<file path="src/rtl/hazard_ctrl.sv">
// Stall/flush/forward control for the 5-stage pipeline plus the mult/div busy sequencer.
// Outputs are combinational, with zero added latency. The stall output holds F/D and bubbles E; while reset is high it forces the flushes on.
module hazard_ctrl #(
    parameter int MULT_CYCLES = 4,
    parameter int DIV_CYCLES  = 32
) (
    input  logic       clock,
    input  logic       reset,
    input  logic [4:0] RsD,
    input  logic [4:0] RtD,
    input  logic [4:0] RsE,
    input  logic [4:0] RtE,
    input  logic [4:0] WriteRegE,
    input  logic [4:0] WriteRegM,
    input  logic [4:0] WriteRegW,
    input  logic       RegWriteE,
    input  logic       RegWriteM,
    input  logic       RegWriteW,
    input  logic       MemtoRegE,
    input  logic       MemtoRegM,
    input  logic       BranchD,
    input  logic       PCSrcD,
    input  logic       JumpD,
    input  logic       MdStartE,
    input  logic       MdDivE,
    input  logic       MdUseD,
    output logic       StallF,
    output logic       StallD,
    output logic       FlushD,
    output logic       FlushE,
    output logic [1:0] ForwardAE,
    output logic [1:0] ForwardBE,
    output logic       ForwardAD,
    output logic       ForwardBD,
    output logic       MdBusy,
    output logic       MdDone
);

    localparam logic [1:0] S_IDLE = 2'd0;
    localparam logic [1:0] S_BUSY = 2'd1;
    localparam logic [1:0] S_DONE = 2'd2;

    localparam logic [5:0] MULT_LOAD = 6'(MULT_CYCLES - 2);
    localparam logic [5:0] DIV_LOAD  = 6'(DIV_CYCLES - 2);

    logic [1:0] state;
    logic [5:0] cnt;
    logic       flush_q;
    logic       lwstall;
    logic       brstall;
    logic       mdstall;
    logic       stall;
    logic [5:0] md_load;

    // Register $0 is hardwired zero, so it never creates a dependency.
    function automatic logic reg_hit(input logic [4:0] a, input logic [4:0] b);
        return (a != 5'd0) && (a == b);
    endfunction

    always_comb begin
        lwstall = MemtoRegE & (reg_hit(RtE, RsD) | reg_hit(RtE, RtD));
        brstall = BranchD &
                  ((RegWriteE & (reg_hit(WriteRegE, RsD) | reg_hit(WriteRegE, RtD))) |
                   (MemtoRegM & (reg_hit(WriteRegM, RsD) | reg_hit(WriteRegM, RtD))));
        mdstall = MdUseD & ((state == S_BUSY) | ((state == S_IDLE) & MdStartE));
        stall   = lwstall | brstall | mdstall;
        md_load = MdDivE ? DIV_LOAD : MULT_LOAD;
    end

    always_comb begin
        StallF    = 1'b0;
        StallD    = 1'b0;
        FlushD    = 1'b1;
        FlushE    = 1'b1;
        ForwardAE = 2'b00;
        ForwardBE = 2'b00;
        ForwardAD = 1'b0;
        ForwardBD = 1'b0;
        MdBusy    = 1'b0;
        MdDone    = 1'b0;
        if (!reset) begin
            StallF = stall;
            StallD = stall;
            FlushE = stall;
            // A redirect is dropped while D is held; it is seen again once released.
            FlushD = (PCSrcD | JumpD) & ~stall;
            if (RegWriteM && reg_hit(WriteRegM, RsE))      ForwardAE = 2'b10;
            else if (RegWriteW && reg_hit(WriteRegW, RsE)) ForwardAE = 2'b01;
            if (RegWriteM && reg_hit(WriteRegM, RtE))      ForwardBE = 2'b10;
            else if (RegWriteW && reg_hit(WriteRegW, RtE)) ForwardBE = 2'b01;
            ForwardAD = RegWriteM & reg_hit(WriteRegM, RsD);
            ForwardBD = RegWriteM & reg_hit(WriteRegM, RtD);
            MdBusy    = (state == S_BUSY);
            MdDone    = (state == S_DONE);
        end
    end

    // flush_q marks that the instruction now in E was bubbled on entry, so its start is void.
    always_ff @(posedge clock) begin
        if (reset) begin
            state   <= S_IDLE;
            cnt     <= 6'd0;
            flush_q <= 1'b0;
        end else begin
            flush_q <= stall;
            case (state)
                S_IDLE: begin
                    if (MdStartE && !flush_q) begin
                        cnt   <= md_load;
                        state <= S_BUSY;
                    end
                end
                S_BUSY: begin
                    if (cnt == 6'd0) state <= S_DONE;
                    else             cnt   <= cnt - 6'd1;
                end
                S_DONE: begin
                    if (MdStartE) begin
                        cnt   <= md_load;
                        state <= S_BUSY;
                    end else begin
                        state <= S_IDLE;
                    end
                end
                default: state <= S_IDLE;
            endcase
        end
    end

endmodule

</file>
<file path="config.mk">
export PLATFORM = sky130hd
export DESIGN_NAME = hazard_ctrl
export DESIGN_NICKNAME = d
export VERILOG_FILES = /design/src/rtl/hazard_ctrl.sv
export SDC_FILE = /design/constraint.sdc
export NUM_CORES = 1
export LEC_CHECK = 0
export CAP_MARGIN = 10
export CORE_ASPECT_RATIO = 1.2
export CORE_MARGIN = 5
export CORE_UTILIZATION = 44
export CTS_CLUSTER_SIZE = 30
export DETAILED_ROUTE_END_ITERATION = 16
export HOLD_SLACK_MARGIN = 0.12
export MAX_ROUTING_LAYER = met4
export PLACE_DENSITY = 0.86
export SETUP_SLACK_MARGIN = 0.05
export SYNTH_ARGS = -nofsm -noshare
export SYNTH_HDL_FRONTEND = slang
export SYNTH_SLANG_ARGS = --single-unit
</file>
<file path="constraint.sdc">
create_clock -name clock -period 5 [get_ports clock]
set_input_delay 1.25 -clock clock [delete_from_list [all_inputs] [get_ports clock]]
set_output_delay 1.25 -clock clock [all_outputs]
set_load 0.02 [all_outputs]
</file>
==> implementation parameters <==
Parameter                              Value

Worst setup path
  Kind of start point of the critical path    input pin
  Kind of critical path    input pin to output pin
  Critical Path RT    between 3 and 4 ns
  Slowest cell on crit path    clkdlybuf4s50_1
  Worst path arrival time    around 3.5 ns
  CP max FO    5
  Launch point of the critical path    RtE[0]
  Family with the most delay on the worst path    buffers and inverters
  Capturing element of the worst setup path    StallD
  R2r worst-path depth    5
  Worst-path cell chain    clkdlybuf4s50_1 > xor2_1 > nor3_1 > a22oi_1 > o32a_2 > a31oi_1 > clkdlybuf4s50_1
  R2R Path Start    cnt[3]$_SDFFE_PP0P_
  Max incr delay on CP    0.65 ns
  Buffer and inverter count on the worst path    2
  Internal reg-to-reg setup slack    3.39 ns
  CP endpoint kind    output pin
  Worst reg2reg endpoint    cnt[2]$_SDFFE_PP0P_
  Number of gates on the worst path with buffers counted    7
  Cell repeated most along the worst path    clkdlybuf4s50_1

Detailed routing
  Number of design-rule violations left by the first detailed-router iteration    28
  Routed length per instance    13.5 µm
  Count of unresolved DRC violations after routing    0
  Routed wire length    ~3400 µm
  Antenna Violating Nets Remaining    0
  Mean number of vias per cell    5.22
  Drt pass-1 iters    4
  Total via count in the routed design    ~1,300

CTS
  Clock buffers created by TritonCTS    3
  Clk slew on worst S/H paths    roughly 0.060 ns
  Number of levels in the clock H-tree    1
  Worst-case clock buffer depth    2
  Clock latency on the worst-skew pair    0.27 ns
  Hold buffer count at CTS    0
  CTS Root Buffer Type    clkbuf_4
  Number of clock sinks seen by CTS    9
  Clock tree from TritonCTS    built

Power and ir drop
  Combinational Power Share    53.9%
  Switching power as a share of total power    a little under two fifths
  Psw    about 120 µW
  Highest ir drop seen on vdd    between 0.0001 and 0.00015 V
  Share of power burned in the clock network    about 18%
  Register share of total power    between 20% and 30%
  Internal power    199 µW
  Total power density per cell area    ~180 nW/µm²
  LEAKAGE    between 0.0006 and 0.0007 µW

Cells and area
  Sequential cell area    ~180 µm²
  Area of the multi-input gates    960 µm²
  Relative area change from synthesis to final layout    49.1%
  NumNets Final    between 200 and 300
  Fill cell instance count of the final layout    between 200 and 250
  Layout cells sized above 1    3.70%
  Number of cells in the finished layout apart from fillers    250
  Number of antenna cells inserted    0

Timing
  Worst rel slew slack    approximately two thirds
  Final setup viols    0
  Largest clock skew in the final design    0.00295 ns
  Unrepaired setup endpoints after global routing    no
  Max-slew violation count    0
  Post-layout minimum cycle time    around 4.7 ns
  Slew at the pin closest to its max-slew limit    0.504 ns
  Upper clock frequency limit    about 210 MHz
  Number of hold-slack violations in the final timing report    0
  Final clock period utilization by the worst path    about 95%
  Summed negative setup slack over all endpoints    0 ns

Floorplanning
  Vertical die dimension    about 68 µm
  Die Area    3930 µm²
  Top-level I/O count    60
  DIE WIDTH    slightly below 60 µm
  Core footprint    between 2000 and 3000 µm²
  Initial core utilization    ~45%
  Number of rows in the core area    21

Yosys
  Primary FF master, synth    dfxtp_1
  Net count after synthesis    216
  Total of warnings raised by yosys    0
  Average instance area after synthesis    between 7 and 8 µm²
  Area leader, netlist    xor2_1
  Number of storage elements in the synthesis netlist    9
  Synthesized area    1220 µm²
  Register area share after synthesis    roughly 15%
  Number of enable flip-flop cells after synthesis    0
  Proportion of synthesized flip-flops having asynchronous set or reset    0%
  Cells taking the most area after synthesis    xor2_1 22%, dfxtp_1 15%, xnor2_1 14%
  Area fraction of the dominant cell type after synthesis    21.5%
  Distinct cells, synth    36
  Number of cells produced by synthesis    approximately 170

Min path
  Worst Hold Class    flip-flop to flip-flop

Global route
  Fraction of met3 tracks used by global routing    between 1.5 and 2%
  GRT Util Overall    18.4%
  Pin count of the biggest net entering global routing    18
  First-pass GRT wire length    between 5000 and 6000 µm
  Routing usage on met1    approximately a fifth
  Final global-route overflow total    0
  Number of antenna violations at the first check in global routing    0
  GRT busiest layer    met2
  Number of global-route vias before repair    around 1,300
  Met2 usage in global routing    roughly a third

Place
  Input/output buffers    around 60
  HPWL Detailed    between 2000 and 3000 µm
  Final weighted congestion of routability-driven global placement    0.925
  Placed cells    about 250

Flow run
  Max_cap viols    0

Status
  Status    completed
kinds of logic (layout without fill, tap and decap cells):
group	after synthesis	in the layout	share of synthesized area [%]
flops	9	9	14.8
compound gates	25	25	13.2
xor+xnor	50	50	35.9
fa+ha+maj	2	2	2.05
buf+inv	17	67	6.66
simple gates	63	63	27.5
worst min-delay path by stage:
stage | startpoint | endpoint | slack (ns) | cells after the start
after floorplan | cnt[0]$_SDFFE_PP0P_ | cnt[0]$_SDFFE_PP0P_ | 0.45 | 2
after global placement | cnt[0]$_SDFFE_PP0P_ | cnt[0]$_SDFFE_PP0P_ | 0.46 | 2
after detailed placement | cnt[0]$_SDFFE_PP0P_ | cnt[0]$_SDFFE_PP0P_ | 0.46 | 2
after CTS | cnt[0]$_SDFFE_PP0P_ | cnt[0]$_SDFFE_PP0P_ | 0.47 | 2
after global routing | cnt[0]$_SDFFE_PP0P_ | cnt[0]$_SDFFE_PP0P_ | 0.52 | 2
final | cnt[0]$_SDFFE_PP0P_ | cnt[0]$_SDFFE_PP0P_ | 0.47 | 2
sequential cells by signal, indices dropped and copies added, names as in the netlist:
name / count
flush_q: 1
state: 2
cnt: 6
worst min-delay path, delay by kind of cell, from the launching register on:
kind             cells  cell delay (ns)
AO/OA/AOI/OAI        1             0.05
AND/OR/NAND/NOR      1             0.06
flip-flops           1             0.32
area by class of cell:
cell class                      instances  area share (%)
Tap cell                               34            2.34
Sequential cell                         9            9.90
Inverter                                3           0.619
Timing Repair Buffer                   60            33.0
Multi-Input combinational cell        140            52.7
Clock buffer                            4            1.44
cell usage in the layout (no fill, tap or decap), drive strengths merged:
master	instances
nand2	8
nand4b	1
a31oi	2
a21oi	7
or2	2
nor3b	2
nor2b	5
ha	2
a41o	1
o22ai	1
o2111ai	2
dfxtp	9
o211ai	1
o21ai	7
inv	3
xnor2	20
nor4	4
or4	5
a21o	1
nand3b	1
xor2	30
o32a	1
buf	1
nand3	9
dlymetal6s2s	1
clkbuf	4
nor2	13
nor3	10
nand2b	3
a211oi	1
clkdlybuf4s50	58
a22oi	1
what timing repair did:
item                       in CTS  in global routing
gates resized for setup         0                  1
setup endpoints to repair       0                  1
setup buffers                   0                  0
power by group through the flow:
stage / clock network (µW) / registers, µW / logic (µW)
final: 59.0 / 88.9 / 173
after global routing: 64.9 / 90.0 / 191
after CTS: 59.4 / 88.9 / 173
after detailed placement: 0 / 90.4 / 172
after global placement: 0 / 90.2 / 170
after floorplan: 0 / 88.5 / 105
metrics by stage:
stage,worst slack (ns),cell area (µm²),hold slack [ns],util (%),total power [µW]
3_5_place_dp,0.243,1790,0.463,65.6,262
3_3_place_gp,0.294,1790,0.459,65.6,260
4_1_cts,0.249,1820,0.473,66.5,321
6_report,0.266,1820,0.474,66.6,321
5_1_grt,0.0650,1820,0.516,66.6,346
2_1_floorplan,1.02,1220,0.450,-,193
cell usage after synthesis (2+ instances only):
cell,number
xor2_1,30
xnor2_1,20
nor2_1,13
dfxtp_1,9
nand3_1,9
nor3_1,9
nand2_1,8
clkbuf_1,7
a21oi_1,6
o21ai_0,6
buf_2,5
nor2b_1,5
or4_1,5
nor4_1,4
inv_1,3
nand2b_1,3
a31oi_1,2
ha_1,2
nor3b_1,2
o2111ai_1,2
routing by layer:
layer | routed length (µm) | vias up | share of wire [%]
met4 | 70 | 0 | 2.1
met3 | 197 | 9 | 5.8
met5 | 0 | - | 0
met1 | 1400 | 575 | 41
li1 | - | 672 | -
met2 | 1710 | 48 | 51
Power figures use the tool's default switching activity.
